File: src/rtl/uart_frame_rx_if.sv
// Byte-in / memory-write / frame-status bundle between uart_rx, uart_frame_rx and the rx buffer.
// The slave side is the framer; the master side feeds bytes and consumes writes and status.
interface uart_frame_rx_if #(
    parameter int ADDR_W = 10
);
    logic              i_rx_dv;
    logic [7:0]        i_rx_byte;
    logic              o_mem_we;
    logic [ADDR_W-1:0] o_mem_addr;
    logic [7:0]        o_mem_wdata;
    logic              o_frame_done;
    logic [7:0]        o_frame_len;
    logic              o_frame_bank;
    logic              o_frame_err;
    logic [1:0]        o_err_code;
    logic              o_busy;

    modport master (
        output i_rx_dv, i_rx_byte,
        input  o_mem_we, o_mem_addr, o_mem_wdata,
        input  o_frame_done, o_frame_len, o_frame_bank,
        input  o_frame_err, o_err_code, o_busy
    );

    modport slave (
        input  i_rx_dv, i_rx_byte,
        output o_mem_we, o_mem_addr, o_mem_wdata,
        output o_frame_done, o_frame_len, o_frame_bank,
        output o_frame_err, o_err_code, o_busy
    );
endinterface

File: src/rtl/uart_frame_rx.sv
// UART frame parser: SOF, LEN, payload, XOR checksum -> double-buffered rx memory; 1-cycle latency, no backpressure.
// Optional inter-byte timeout enabled by defining FRAME_RX_TIMEOUT_EN.
module uart_frame_rx #(
    parameter logic [7:0] SOF_BYTE    = 8'h02,
    parameter int         ADDR_W      = 10,
    parameter int         MAX_LEN     = 64,
    parameter int         TIMEOUT_CYC = 100000
) (
    input  logic          clk,
    input  logic          reset,
    uart_frame_rx_if.slave bus
);
    localparam int         IDX_W     = ADDR_W - 1;
    localparam logic [7:0] MAX_LEN_B = 8'(MAX_LEN);

    if (MAX_LEN < 1 || MAX_LEN > 255 || MAX_LEN > (1 << IDX_W) || TIMEOUT_CYC < 2) begin : g_bad_cfg
        $error("uart_frame_rx: illegal MAX_LEN/ADDR_W/TIMEOUT_CYC combination");
    end

    typedef enum logic [1:0] {
        S_IDLE,
        S_LEN,
        S_PAYLOAD,
        S_CHK
    } state_t;

    state_t            r_state, w_state;
    logic [7:0]        r_len, w_len;
    logic [IDX_W-1:0]  r_idx, w_idx;
    logic [7:0]        r_chk, w_chk;
    logic              r_bank, w_bank;
    logic              r_mem_we, w_mem_we;
    logic [ADDR_W-1:0] r_mem_addr, w_mem_addr;
    logic [7:0]        r_mem_wdata, w_mem_wdata;
    logic              r_done, w_done;
    logic [7:0]        r_frame_len, w_frame_len;
    logic              r_frame_bank, w_frame_bank;
    logic              r_err, w_err;
    logic [1:0]        r_err_code, w_err_code;
    logic              r_busy;
    logic              w_last;

    assign w_last = (r_idx + IDX_W'(1)) == IDX_W'(r_len);

`ifdef FRAME_RX_TIMEOUT_EN
    localparam int TCNT_W = $clog2(TIMEOUT_CYC);

    logic [TCNT_W-1:0] r_tcnt, w_tcnt;
    logic              w_expire;

    // Expiry is detected one cycle early so the registered error lands TIMEOUT_CYC cycles after the last byte.
    assign w_expire = (r_state != S_IDLE) && !bus.i_rx_dv && (r_tcnt == TCNT_W'(TIMEOUT_CYC - 2));

    always_comb begin
        w_tcnt = '0;
        if (!bus.i_rx_dv && r_state != S_IDLE && !w_expire)
            w_tcnt = r_tcnt + TCNT_W'(1);
    end

    always_ff @(posedge clk or negedge reset) begin
        if (!reset)
            r_tcnt <= '0;
        else
            r_tcnt <= w_tcnt;
    end
`endif

    always_comb begin
        w_state      = r_state;
        w_len        = r_len;
        w_idx        = r_idx;
        w_chk        = r_chk;
        w_bank       = r_bank;
        w_mem_we     = 1'b0;
        w_mem_addr   = r_mem_addr;
        w_mem_wdata  = r_mem_wdata;
        w_done       = 1'b0;
        w_frame_len  = r_frame_len;
        w_frame_bank = r_frame_bank;
        w_err        = 1'b0;
        w_err_code   = r_err_code;

        if (bus.i_rx_dv) begin
            case (r_state)
                S_IDLE: begin
                    if (bus.i_rx_byte == SOF_BYTE)
                        w_state = S_LEN;
                end
                S_LEN: begin
                    if (bus.i_rx_byte == 8'd0 || bus.i_rx_byte > MAX_LEN_B) begin
                        w_err      = 1'b1;
                        w_err_code = 2'd1;
                        w_state    = S_IDLE;
                    end else begin
                        w_len   = bus.i_rx_byte;
                        w_chk   = bus.i_rx_byte;
                        w_idx   = '0;
                        w_state = S_PAYLOAD;
                    end
                end
                S_PAYLOAD: begin
                    w_mem_we    = 1'b1;
                    w_mem_addr  = {r_bank, r_idx};
                    w_mem_wdata = bus.i_rx_byte;
                    w_chk       = r_chk ^ bus.i_rx_byte;
                    w_idx       = r_idx + IDX_W'(1);
                    if (w_last)
                        w_state = S_CHK;
                end
                S_CHK: begin
                    // Bank flips only on success so the reader keeps ownership of o_frame_bank.
                    if (bus.i_rx_byte == r_chk) begin
                        w_done       = 1'b1;
                        w_frame_len  = r_len;
                        w_frame_bank = r_bank;
                        w_bank       = ~r_bank;
                    end else begin
                        w_err      = 1'b1;
                        w_err_code = 2'd2;
                    end
                    w_state = S_IDLE;
                end
                default: w_state = S_IDLE;
            endcase
        end

`ifdef FRAME_RX_TIMEOUT_EN
        if (w_expire) begin
            w_err      = 1'b1;
            w_err_code = 2'd3;
            w_state    = S_IDLE;
        end
`endif
    end

    always_ff @(posedge clk or negedge reset) begin
        if (!reset) begin
            r_state      <= S_IDLE;
            r_len        <= '0;
            r_idx        <= '0;
            r_chk        <= '0;
            r_bank       <= 1'b0;
            r_mem_we     <= 1'b0;
            r_mem_addr   <= '0;
            r_mem_wdata  <= '0;
            r_done       <= 1'b0;
            r_frame_len  <= '0;
            r_frame_bank <= 1'b0;
            r_err        <= 1'b0;
            r_err_code   <= '0;
            r_busy       <= 1'b0;
        end else begin
            r_state      <= w_state;
            r_len        <= w_len;
            r_idx        <= w_idx;
            r_chk        <= w_chk;
            r_bank       <= w_bank;
            r_mem_we     <= w_mem_we;
            r_mem_addr   <= w_mem_addr;
            r_mem_wdata  <= w_mem_wdata;
            r_done       <= w_done;
            r_frame_len  <= w_frame_len;
            r_frame_bank <= w_frame_bank;
            r_err        <= w_err;
            r_err_code   <= w_err_code;
            r_busy       <= (w_state != S_IDLE);
        end
    end

    assign bus.o_mem_we     = r_mem_we;
    assign bus.o_mem_addr   = r_mem_addr;
    assign bus.o_mem_wdata  = r_mem_wdata;
    assign bus.o_frame_done = r_done;
    assign bus.o_frame_len  = r_frame_len;
    assign bus.o_frame_bank = r_frame_bank;
    assign bus.o_frame_err  = r_err;
    assign bus.o_err_code   = r_err_code;
    assign bus.o_busy       = r_busy;
endmodule
File: src/flat_wrapper.sv
// flat-port wrapper written by rule: the top's interface ports become plain ports
module uart_frame_rx_flat 
#(
    parameter logic [7:0] SOF_BYTE    = 8'h02,
    parameter int         ADDR_W      = 10,
    parameter int         MAX_LEN     = 64,
    parameter int         TIMEOUT_CYC = 100000
)
  (clk, reset, bus_i_rx_dv, bus_i_rx_byte, bus_o_mem_we, bus_o_mem_addr, bus_o_mem_wdata, bus_o_frame_done, bus_o_frame_len, bus_o_frame_bank, bus_o_frame_err, bus_o_err_code, bus_o_busy);
  uart_frame_rx_if #(.ADDR_W(ADDR_W)) bus_i ();
  input  logic clk;
  input  logic reset;
  input wire logic [$bits(bus_i.i_rx_dv)-1:0] bus_i_rx_dv;
  input wire logic [$bits(bus_i.i_rx_byte)-1:0] bus_i_rx_byte;
  output wire logic [$bits(bus_i.o_mem_we)-1:0] bus_o_mem_we;
  output wire logic [$bits(bus_i.o_mem_addr)-1:0] bus_o_mem_addr;
  output wire logic [$bits(bus_i.o_mem_wdata)-1:0] bus_o_mem_wdata;
  output wire logic [$bits(bus_i.o_frame_done)-1:0] bus_o_frame_done;
  output wire logic [$bits(bus_i.o_frame_len)-1:0] bus_o_frame_len;
  output wire logic [$bits(bus_i.o_frame_bank)-1:0] bus_o_frame_bank;
  output wire logic [$bits(bus_i.o_frame_err)-1:0] bus_o_frame_err;
  output wire logic [$bits(bus_i.o_err_code)-1:0] bus_o_err_code;
  output wire logic [$bits(bus_i.o_busy)-1:0] bus_o_busy;
  assign bus_i.i_rx_dv = bus_i_rx_dv;
  assign bus_i.i_rx_byte = bus_i_rx_byte;
  assign bus_o_mem_we = bus_i.o_mem_we;
  assign bus_o_mem_addr = bus_i.o_mem_addr;
  assign bus_o_mem_wdata = bus_i.o_mem_wdata;
  assign bus_o_frame_done = bus_i.o_frame_done;
  assign bus_o_frame_len = bus_i.o_frame_len;
  assign bus_o_frame_bank = bus_i.o_frame_bank;
  assign bus_o_frame_err = bus_i.o_frame_err;
  assign bus_o_err_code = bus_i.o_err_code;
  assign bus_o_busy = bus_i.o_busy;
  uart_frame_rx #(.SOF_BYTE(SOF_BYTE), .ADDR_W(ADDR_W), .MAX_LEN(MAX_LEN), .TIMEOUT_CYC(TIMEOUT_CYC)) u_core (.clk(clk), .reset(reset), .bus(bus_i));
endmodule
File: config.mk
export PLATFORM = sky130hd
export DESIGN_NAME = uart_frame_rx_flat
export DESIGN_NICKNAME = d
export VERILOG_FILES = /design/src/rtl/uart_frame_rx_if.sv /design/src/rtl/uart_frame_rx.sv /design/src/flat_wrapper.sv
export SDC_FILE = /design/constraint.sdc
export NUM_CORES = 1
export LEC_CHECK = 0
export ABC_AREA = 1
export CAP_MARGIN = 20
export CORE_ASPECT_RATIO = 0.75
export CORE_MARGIN = 4
export CORE_UTILIZATION = 58
export CTS_CLUSTER_SIZE = 24
export DETAILED_ROUTE_END_ITERATION = 16
export PLACE_DENSITY = 0.85
export SETUP_SLACK_MARGIN = 0.05
export SKIP_CTS_REPAIR_TIMING = 1
export SYNTH_ARGS = -nofsm -noshare
export SYNTH_HDL_FRONTEND = slang
export SYNTH_SLANG_ARGS = --single-unit
File: constraint.sdc
create_clock -name clk -period 2.8 [get_ports clk]
set_clock_uncertainty 0.1 [all_clocks]
set_input_delay 0.28 -clock clk [delete_from_list [all_inputs] [get_ports clk]]
set_output_delay 0.28 -clock clk [all_outputs]
set_load 0.01 [all_outputs]
# After elaboration in Yosys (flattened, before gate mapping)
# Cells that the tools add are included.
op_classes:
  order_cmp: 1
  n_eq_ne: 9
  bitwise_logic: 3
  n_reduce_logical: 11
  n_mux: 21
  addsub: 1
op_table:
  columns: ["operator", "n"]
  rows:
  - ["$pmux 9 s2", 1]
  - ["$pmux 8 s2", 1]
  - ["$mux 2", 6]
  - ["$add 9x1->9 const B", 1]
  - ["$eq 9x8->1", 1]
  - ["$mux 9", 1]
  - ["$reduce_and 3->1", 3]
  - ["$eq 8x2->1 const B", 1]
  - ["$eq 8x8->1", 1]
  - ["$gt 8x7->1 const B", 1]
  - ["$logic_not 8->1", 1]
  - ["$mux 1", 8]
  - ["$mux 8", 1]
  - ["$pmux 2 s4", 1]
  - ["$xor 8x8->8", 1]
  - ["$reduce_bool 2->1", 3]
  - ["$eq 2x2->1 const B", 2]
  - ["$ne 2x2->1 const B", 2]
  - ["$pmux 2 s2", 1]
  - ["$reduce_and 4->1", 1]
  - ["$eq 2x1->1 const B", 1]
  - ["$logic_not 2->1", 1]
  - ["$ne 2x1->1 const B", 1]
  - ["$not 1->1", 2]
  - ["3 further kinds", 3]
totals:
  out_inout_bits: 33
  input_bits: 11
  regBits: 61

# Longest topological paths before layout
# Gate-level depths: netlist (run 1).
depth:
  word_depth: 6
  ltp_mapped: 12
  depth_no_buf: 12

# Worst setup path before layout (run 1)
# OpenSTA, ideal clock, no wires.
synth_path:
  path_type: "reg-to-reg"
  start: "reg u_core.r_idx[0]"
  end: "reg u_core.r_busy, in the netlist u_core.bus.o_busy"
  n_path_buf: 0
  path_slack_ns: 1.264
  arrival_time_ns: 1.371
  stages_incl_launch_ff: 12
  period_less_slack_ns: 1.536
  required_ns: 2.635
  cell_sequence: "dfrtp_1 -> ha_1 -> nand2_1 -> inv_1 -> nand2_1 -> o21ai_0 -> nand2_1 -> nor2_1 -> nand3_1 -> nand2_1 -> nand2_1 -> nand2_1"
synth_via:
  elab_chain_len: 6
synth_lines:
  columns: ["element", "line", "rtl"]
  rows:
  - ["start: declaration", "uart_frame_rx.sv:29", "logic [IDX_W-1:0] r_idx, w_idx;"]
  - ["start signal: assignment", "uart_frame_rx.sv:155", "r_idx <= w_idx;"]
  - ["$add 9x1->9", "uart_frame_rx.sv:43", "assign w_last = (r_idx + IDX_W'(1)) == IDX_W'(r_len);"]
  - ["$eq 9x8->1", "uart_frame_rx.sv:43", null]
  - ["$mux 2", "uart_frame_rx.sv:107", "if (w_last)"]
  - ["$pmux 2 s4", "uart_frame_rx.sv:84", "case (r_state)"]
  - ["$mux 2", "uart_frame_rx.sv:83", "if (bus.i_rx_dv) begin"]
  - ["$reduce_bool 2->1", "uart_frame_rx.sv:166", "r_busy <= (w_state != S_IDLE);"]
  - ["end signal: assignment", "uart_frame_rx.sv:166", null]
  - ["end: declaration", "uart_frame_rx.sv:40", "logic r_busy;"]
# No other way between the ends.
# A chain may end at the register's enable or synchronous reset.

# Final worst setup path (run 1)
# Same ends and word-level chain as after synthesis.

==> Implementation_results.wiki, run 1 <==
{| class="wikitable"
! Metric !! Value
|-
| Port Buf Inserts || 43
|-
| Overall die height || 69.07 µm
|-
| XOR/XNOR Fraction of Synth Area || under 10%
|-
| Number of placed I/O pins || between 40 and 50
|-
| Final setup violation count || 0
|-
| Share of layout cells above drive strength 1 || 12.08%
|-
| Initial Utilization || 62.36%
|-
| P per Cell Area || 766.4 nW/µm²
|-
| Achievable frequency || between 500 and 600 MHz
|-
| Netlist area before placement || 2884 µm²
|-
| Root buffer cell || sky130_fd_sc_hd__clkbuf_8
|-
| Count of yosys warnings during synthesis || 0
|-
| Vias after detailed routing || about 2.5k
|-
| Die Footprint || 6177 µm²
|-
| Maximum number of pins on one net before global-route repair || 62
|-
| Number of hold violations in the final report || 0
|-
| Share of the clock period used by the worst path || between 70% and 80%
|-
| Unrepaired setup endpoints after global routing || false
|-
| DP HPWL || roughly 4.8 mm
|-
| Cell Rows || 21
|-
| Tightest Hold Check Type || in2async
|-
| # nets final || about 400
|-
| Final-report max-slew violation count || 0
|-
| Number of antenna cells inserted || 0
|-
| Number of max-cap violations || 0
|-
| Main combinational cell family by area after synthesis || simple AND/OR/NAND/NOR gates
|-
| Number of antenna violations at the first check in global routing || 0
|-
| Synth Area in Simple Gates || about 23%
|-
| Adder-cell share of the synthesized area || less than 1%
|-
| Max H-tree Level || 3
|-
| Clock share of power || slightly below 30%
|-
| Largest incremental delay on the critical path || 0.45 ns
|-
| Detailed-routing iteration count for the pre-antenna-repair pass || 5
|-
| Number of buffers added by the clock tree synthesis step || 9
|-
| Mapped Cells || around 340
|-
| TritonCTS clock tree || done
|-
| Required @ worst endpoint || 2.98 ns
|-
| Relative contribution of sequential cells to total power || 44.3%
|-
| CP startpoint kind || flop
|-
| Remaining DRCs || 0
|-
| Vias per cell || approximately 5.6
|-
| Main flop type after synthesis || sky130_fd_sc_hd__dfrtp_1
|-
| Mux contribution to synthesized area || 0%
|-
| Library cells used by synthesis || 27
|-
| Final critical path time including I/O delays and setup || a little under 2 ns
|-
| Fraction of the yosys area taken by sequential cells || a little over half
|-
| Post-CTS clock slew at the launch and capture registers of the worst setup and hold paths || approximately 0.07 ns
|-
| Run status || finished clean
|-
| Cells along the critical path || ha_1 -> nand2_1 -> inv_1 -> nand2_1 -> o21ai_0 -> nand2_1 -> nor2_1 -> nand3_1 -> nand2_1 -> nand2_1 -> nand2_1
|-
| Most prevalent standard cell on the critical path || sky130_fd_sc_hd__nand2_1
|-
| Setup tns final || 0 ns
|-
| Highest net fanout along the worst path || 5
|-
| Total GRT Usage || between 20% and 30%
|-
| Net Sw Power || around 0.00087 W
|-
| Via count of the first global-routing pass || around 2.4k
|-
| Fin Hold WS || between 0.01 and 0.015 ns
|-
| FFs w/ async S/R, synth || 100.0%
|-
| Routability-driven placement congestion ratio || 0.8641
|-
| Avg Inst Size Synth || between 8 and 9 µm²
|-
| Kind of critical path || reg2reg
|-
| Buffers from clock root to sink, at most || 2
|-
| First-pass GRT wire length || 11.51 mm
|-
| Power Total || 0.002724 W
|-
| Max IR drop VDD || 548.8 µV
|-
| Static Leakage || 1.647 nW
|-
| Clock latency on the worst-skew pair || roughly 0.34 ns
|-
| Global route overflow || 0
|-
| Initial DRC Count || between 200 and 250
|-
| Synthesized flop and latch total || 61
|-
| Total wire length || 6.920 mm
|-
| Antenna violation net count after detailed routing || 0
|-
| Slew at the pin closest to its max-slew limit || approximately 0.77 ns
|-
| Commonest cells after routing, fill and taps aside || 86 x sky130_fd_sc_hd__nand2_1, 61 x sky130_fd_sc_hd__dfrtp_1, 43 x sky130_fd_sc_hd__o21ai_0
|-
| Die extent in x || ~89 µm
|-
| Cell internal power dissipation || ~0.0019 W
|-
| Headroom to the max-slew limit || about half
|-
| Sw Share || 32.05%
|-
| Slowest cell on the critical path || sky130_fd_sc_hd__dfrtp_1
|-
| Compound-cell area share of the yosys netlist || between 10 and 15%
|-
| Synthesized net count || around 350
|-
| Post-synth EDFFs || 0
|-
| Combinational cell fraction of total power || between 20 and 30%
|-
| Number of clock sinks seen by CTS || 61
|-
| Commonest non-fill, non-tap cell in the layout || sky130_fd_sc_hd__nand2_1
|-
| Growth of design area from synthesis to finish || 23.25%
|-
| Average detailed-routed wire length per instance || approximately 16 µm
|-
| Buffers plus inverters on the worst setup path || 1
|-
| Cell class contributing the biggest share of worst-path delay || simple AND/OR/NAND/NOR gates
|-
| Data arrival, critical path || between 2 and 2.5 ns
|-
| Placeable core area || approximately 4600 µm²
|-
| Kind of end point of the critical path || flop
|}
registers in the layout (all words and copies together), names as in the netlist:
| signal | count |
|---|---|
| u_core.bus.o_mem_addr | 10 |
| u_core.r_idx | 9 |
| u_core.bus.o_frame_len | 8 |
| u_core.bus.o_mem_wdata | 8 |
| u_core.r_chk | 8 |
| u_core.r_len | 8 |
| u_core.bus.o_err_code | 2 |
| u_core.r_state | 2 |
| u_core.bus.o_busy | 1 |
| u_core.bus.o_frame_bank | 1 |
| u_core.bus.o_frame_done | 1 |
| u_core.bus.o_frame_err | 1 |
| u_core.bus.o_mem_we | 1 |
| u_core.r_bank | 1 |
Yosys cell counts, types with 2 or more instances:
library cell / n / area share [%]
sky130_fd_sc_hd__nand4_1: 5 / 1.1
sky130_fd_sc_hd__clkbuf_1: 3 / 0.39
sky130_fd_sc_hd__inv_1: 38 / 4.9
sky130_fd_sc_hd__inv_2: 2 / 0.26
sky130_fd_sc_hd__nor3_1: 3 / 0.52
sky130_fd_sc_hd__o21a_1: 2 / 0.52
sky130_fd_sc_hd__nand2_1: 86 / 11
sky130_fd_sc_hd__xnor2_1: 5 / 1.5
sky130_fd_sc_hd__nand3_1: 21 / 3.6
sky130_fd_sc_hd__o21ai_0: 43 / 7.5
sky130_fd_sc_hd__a21oi_2: 8 / 2.4
sky130_fd_sc_hd__nor2_2: 2 / 0.43
sky130_fd_sc_hd__buf_2: 2 / 0.35
sky130_fd_sc_hd__nand2_4: 2 / 0.78
sky130_fd_sc_hd__nor2_4: 2 / 0.78
sky130_fd_sc_hd__dfrtp_1: 61 / 53
sky130_fd_sc_hd__buf_4: 3 / 0.78
sky130_fd_sc_hd__nand2_2: 3 / 0.65
sky130_fd_sc_hd__nor2_1: 25 / 3.3
sky130_fd_sc_hd__o21ai_2: 7 / 2.1
sky130_fd_sc_hd__xor2_1: 5 / 1.5
sky130_fd_sc_hd__o21ai_1: 3 / 0.52
metal layers:
layer	wire length (µm)	vias up	track usage, %	part of all wire [%]
li1	-	1167	-	-
met1	3017	1149	33.46	44
met2	3075	138	33.69	44
met3	656	23	9.643	9.5
met4	170	0	10.25	2.5
met5	0	-	0	0
cells by family after synthesis:
kind of cell	Yosys count
simple gates	150
compound gates	65
xor+xnor	10
fa+ha+maj	1
buf+inv	49
flops	61
per-stage QoR:
step                      instances  utilization [%]  setup WS (ns)  cell area [µm²]
after floorplan                 336                -          1.264             2884
after global placement          431            72.56         0.6338             3356
after detailed placement        431            72.56         0.5739             3356
after CTS                       446            76.87         0.9022             3555
after global routing            446            76.87         0.6158             3555
final                           446            76.87         0.8125             3555
power by group through the flow:
stage | combinational (W) | sequential, W | clock [W]
after floorplan | 0.000372 | 0.00123 | 0
after global routing | 0.000811 | 0.00123 | 0.000831
after detailed placement | 0.000719 | 0.00122 | 0
after CTS | 0.000733 | 0.00120 | 0.000797
final | 0.000732 | 0.00121 | 0.000787
after global placement | 0.000697 | 0.00121 | 0
final timing paths:
| kind | depth (start not counted) | end | startpoint | slack, ns |
|---|---|---|---|---|
| worst max register to register | 11 | u_core.bus.o_busy$_DFF_PN0_ | u_core.r_idx[0]$_DFFE_PN0P_ | 0.81 |
| worst min register to register | 2 | u_core.bus.o_frame_len[2]$_DFFE_PN0P_ | u_core.bus.o_frame_len[2]$_DFFE_PN0P_ | 0.39 |
| worst min-delay path | 2 | u_core.r_len[2]$_DFFE_PN0P_ | reset | 0.01 |
| min in group clk | 2 | u_core.bus.o_frame_len[2]$_DFFE_PN0P_ | u_core.bus.o_frame_len[2]$_DFFE_PN0P_ | 0.39 |
| worst max-delay path | 11 | u_core.bus.o_busy$_DFF_PN0_ | u_core.r_idx[0]$_DFFE_PN0P_ | 0.81 |
| max in group asynchronous | 2 | u_core.r_idx[1]$_DFFE_PN0P_ | reset | 2.10 |
cell type report:
cell class	instances	area, µm²
multi-input cells	226	1152
flip-flops and latches	61	1526
inverters	40	150.1
clock inverters	4	47.55
clock buffers	11	151.4
fillers	347	1070
well taps	57	71.32
repair buffers	47	455.4
(Power assumes the default switching activity.)
==> inputs of run 2 (changes only) <==
--- a/config.mk
+++ b/config.mk
@@ -9,10 +9,10 @@
 export CAP_MARGIN = 20
 export CORE_ASPECT_RATIO = 0.75
 export CORE_MARGIN = 4
-export CORE_UTILIZATION = 58
+export CORE_UTILIZATION = 54
 export CTS_CLUSTER_SIZE = 24
 export DETAILED_ROUTE_END_ITERATION = 16
-export PLACE_DENSITY = 0.85
+export PLACE_DENSITY = 0.8
 export SETUP_SLACK_MARGIN = 0.05
 export SKIP_CTS_REPAIR_TIMING = 1
 export SYNTH_ARGS = -nofsm -noshare
==> constraint.sdc (replaced) <==
create_clock -name clk -period 2 [get_ports clk]
set_clock_uncertainty 0.1 [all_clocks]
set_input_delay 0.2 -clock clk [delete_from_list [all_inputs] [get_ports clk]]
set_output_delay 0.2 -clock clk [all_outputs]
set_load 0.01 [all_outputs]
==> run 2 against run 1 <==
Critical path depth stayed put. Die area grew 6.6%. Worst hold slack better by 0.27 ns. Worst setup slack got worse by 0.60 ns. Sequential share of layout area down 1.9 points. Register-to-register slack got worse by 0.60 ns. Critical path type unchanged.
==> Implementation_results.wiki, run 2 (same netlist as run 1, synthesis figures left out) <==
{| class="wikitable"
! Metric !! Value
|-
| Number of antenna violations at the first check in global routing || 0 (unchanged)
|-
| Number of antenna cells inserted || 0 (unchanged)
|-
| Number of max-cap violations || 0 (unchanged)
|-
| Commonest non-fill, non-tap cell in the layout || sky130_fd_sc_hd__nand2_1
|-
| Largest incremental delay on the critical path || 0.39 ns (-0.06 ns)
|-
| Overall die height || 71.29 µm (+3.2%)
|-
| Final setup violation count || 0 (unchanged)
|-
| Initial Utilization || 57.25% (-5.1 points)
|-
| Cells along the critical path || ha_2 -> nand2_2 -> inv_1 -> nand2_1 -> o21ai_0 -> nand2_1 -> nor2_1 -> nand3_1 -> nand2_1 -> nand2_1 -> nand2_1
|-
| Flip-flop count of the largest register, all copies and words added || 10 (unchanged)
|-
| Unrepaired setup endpoints after global routing || false
|-
| Maximum number of pins on one net before global-route repair || 62 (unchanged)
|-
| Via count of the first global-routing pass || 2334 (-4.0%)
|-
| Final critical path time including I/O delays and setup || 1.792 ns (-0.1954 ns)
|-
| CP startpoint kind || flop
|-
| Clock latency on the worst-skew pair || 0.34 ns (about the same)
|-
| Slowest cell on the critical path || sky130_fd_sc_hd__dfrtp_1
|-
| Share of layout cells above drive strength 1 || 15.10% (+3.0 points)
|-
| P per Cell Area || 1029 nW/µm² (+34%)
|-
| Kind of end point of the critical path || flop
|-
| DP HPWL || 4.670 mm (-2.7%)
|-
| # nets final || 411 (+3.5%)
|-
| Number of buffers added by the clock tree synthesis step || 9 (unchanged)
|-
| Footprint of the multi-input gates || 1162 µm² (+0.87%)
|-
| Growth of design area from synthesis to finish || 29.07%
|-
| Max IR drop VDD || 662.8 µV (+21%)
|-
| Most prevalent standard cell on the critical path || sky130_fd_sc_hd__nand2_1
|-
| Static Leakage || 1.716 nW (+4.2%)
|-
| Die Footprint || 6586 µm² (+6.6%)
|-
| Endpoint of the most critical register-to-register path || u_core.bus.o_busy$_DFF_PN0_
|-
| First-pass GRT wire length || 10.80 mm (-6.2%)
|-
| Run status || finished clean
|-
| Routability-driven placement congestion ratio || 0.9071 (+5.0%)
|-
| Vias after detailed routing || 2452 (-1.0%)
|-
| Antenna violation net count after detailed routing || 0 (unchanged)
|-
| Final critical-path setup slack || 0.2079 ns (-0.6046 ns)
|-
| Die extent in x || 92.39 µm (+3.3%)
|-
| Commonest cells after routing, fill and taps aside || 85 x sky130_fd_sc_hd__nand2_1, 61 x sky130_fd_sc_hd__dfrtp_1, 43 x sky130_fd_sc_hd__o21ai_0
|-
| Number of placed I/O pins || 44 (unchanged)
|-
| Global route overflow || 0 (unchanged)
|-
| Number of clock sinks seen by CTS || 61 (unchanged)
|-
| Placeable core area || 5037 µm² (+8.9%)
|-
| Tightest Hold Check Type || in2async
|-
| Register area || 1526 µm² (unchanged)
|-
| Root buffer cell || sky130_fd_sc_hd__clkbuf_8
|-
| Detailed-routing iteration count for the pre-antenna-repair pass || 4 (-1)
|-
| Total GRT Usage || 21.43% (-2.8 points)
|-
| FILL cells || 385 (+11%)
|-
| Fin Hold WS || 0.2772 ns (+0.2665 ns)
|-
| Remaining DRCs || 0 (unchanged)
|-
| Port Buf Inserts || 43 (unchanged)
|-
| Required @ worst endpoint || 2.18 ns (-0.80 ns)
|-
| Share of the core filled with cells || 73.89% (-3.0 points)
|-
| Data arrival, critical path || 1.98 ns (-0.19 ns)
|-
| Share of the clock period used by the worst path || 89.61% (+19 points)
|-
| Initial DRC Count || 169 (-17%)
|-
| Setup slack, reg-to-reg || 0.21 ns (-0.60 ns)
|-
| Buffers from clock root to sink, at most || 2 (unchanged)
|-
| Post-CTS clock slew at the launch and capture registers of the worst setup and hold paths || 0.07 ns (about the same)
|-
| Kind of critical path || reg2reg
|-
| Total wire length || 6.676 mm (-3.5%)
|-
| Number of hold violations in the final report || 0 (unchanged)
|-
| Average detailed-routed wire length per instance || 14.03 µm (-9.6%)
|-
| TritonCTS clock tree || done
|-
| Headroom to the max-slew limit || 78.58% (+30 points)
|-
| Startpoint of the worst register-to-register path || u_core.r_idx[0]$_DFFE_PN0P_
|-
| Max H-tree Level || 3 (unchanged)
|-
| Vias per cell || 5.151 (-7.2%)
|-
| Final-report max-slew violation count || 0 (unchanged)
|-
| Achievable frequency || 558.0 MHz (+11%)
|-
| Post-placement setup slack || -0.09455 ns (-0.6685 ns)
|-
| Highest net fanout along the worst path || 5 (unchanged)
|-
| Slew at the pin closest to its max-slew limit || 0.3213 ns (-0.4464 ns)
|-
| Count of cells along the worst register-to-register path || 11 (unchanged)
|-
| Cell Rows || 22 (+4.8%)
|}
-- run 2: cell types whose count changed in the layout (fill, tap and decap cells not counted), sizes merged --
| cell | previous run | this run |
|---|---|---|
| buf | 5 | 18 |
| clkbuf | 11 | 12 |
| dlygate4sd3 | 0 | 1 |
-- run 2: metal layers --
metal	up-vias	part of all wire [%]	wire length [µm]	global-route usage, %
met5	-	0	0	0
met4	0	1.8	120	9.885
met3	13	7.3	490	6.611
met2	95	43	2891	31.03
met1	1142	48	3174	29.69
li1	1202	-	-	-
-- run 2: report_power, final --
group          total [W]  leakage (nW)  internal [W]  switching (W)
registers        0.00167         0.781       0.00149       0.000183
logic            0.00108         0.839      0.000515       0.000563
clock network    0.00108        0.0964      0.000606       0.000471
-- run 2: how the worst max path moves through the flow --
stage | from | endpoint | slack [ns]
2_1_floorplan | u_core.r_idx[0]$_DFFE_PN0P_ | u_core.bus.o_busy$_DFF_PN0_ | 0.46
3_3_place_gp | bus_i_rx_byte[2] | u_core.r_bank$_DFFE_PN0P_ | -0.02
3_5_place_dp | bus_i_rx_byte[2] | u_core.bus.o_frame_bank$_DFFE_PN0P_ | -0.09
4_1_cts | u_core.r_idx[0]$_DFFE_PN0P_ | u_core.bus.o_busy$_DFF_PN0_ | 0.19
5_1_grt | u_core.r_idx[0]$_DFFE_PN0P_ | u_core.r_state[0]$_DFF_PN0_ | 0.05
6_report | u_core.r_idx[0]$_DFFE_PN0P_ | u_core.bus.o_busy$_DFF_PN0_ | 0.21
-- run 2: final cells by class --
type | count | share of cell area [%]
Multi-Input combinational cell | 226 | 31.23
Sequential cell | 61 | 41.01
Clock buffer | 12 | 3.899
Clock inverter | 4 | 1.277
Timing Repair Buffer | 61 | 16.13
Tap cell | 72 | 2.420
Inverter | 40 | 4.034
-- run 2: stage by stage --
stage / power (W) / cells / TNS (ns) / instance area (µm²)
finish: 0.003829 / 476 / 0 / 3722
global route: 0.004052 / 476 / 0 / 3722
CTS: 0.003843 / 470 / 0 / 3665
detailed placement: 0.002751 / 454 / -0.4823 / 3472
global placement: 0.002707 / 454 / -0.02921 / 3472
floorplan: 0.002240 / 336 / 0 / 2884
-- run 2: worst max-delay path: cells and delay by family, from the launching register on --
kind	cells	cell delay, ns
AOI/OAI and AO/OA	1	0.16
adders and majority gates	1	0.21
buffers and inverters	1	0.09
DFF	1	0.39
and+or+nand+nor	8	0.78
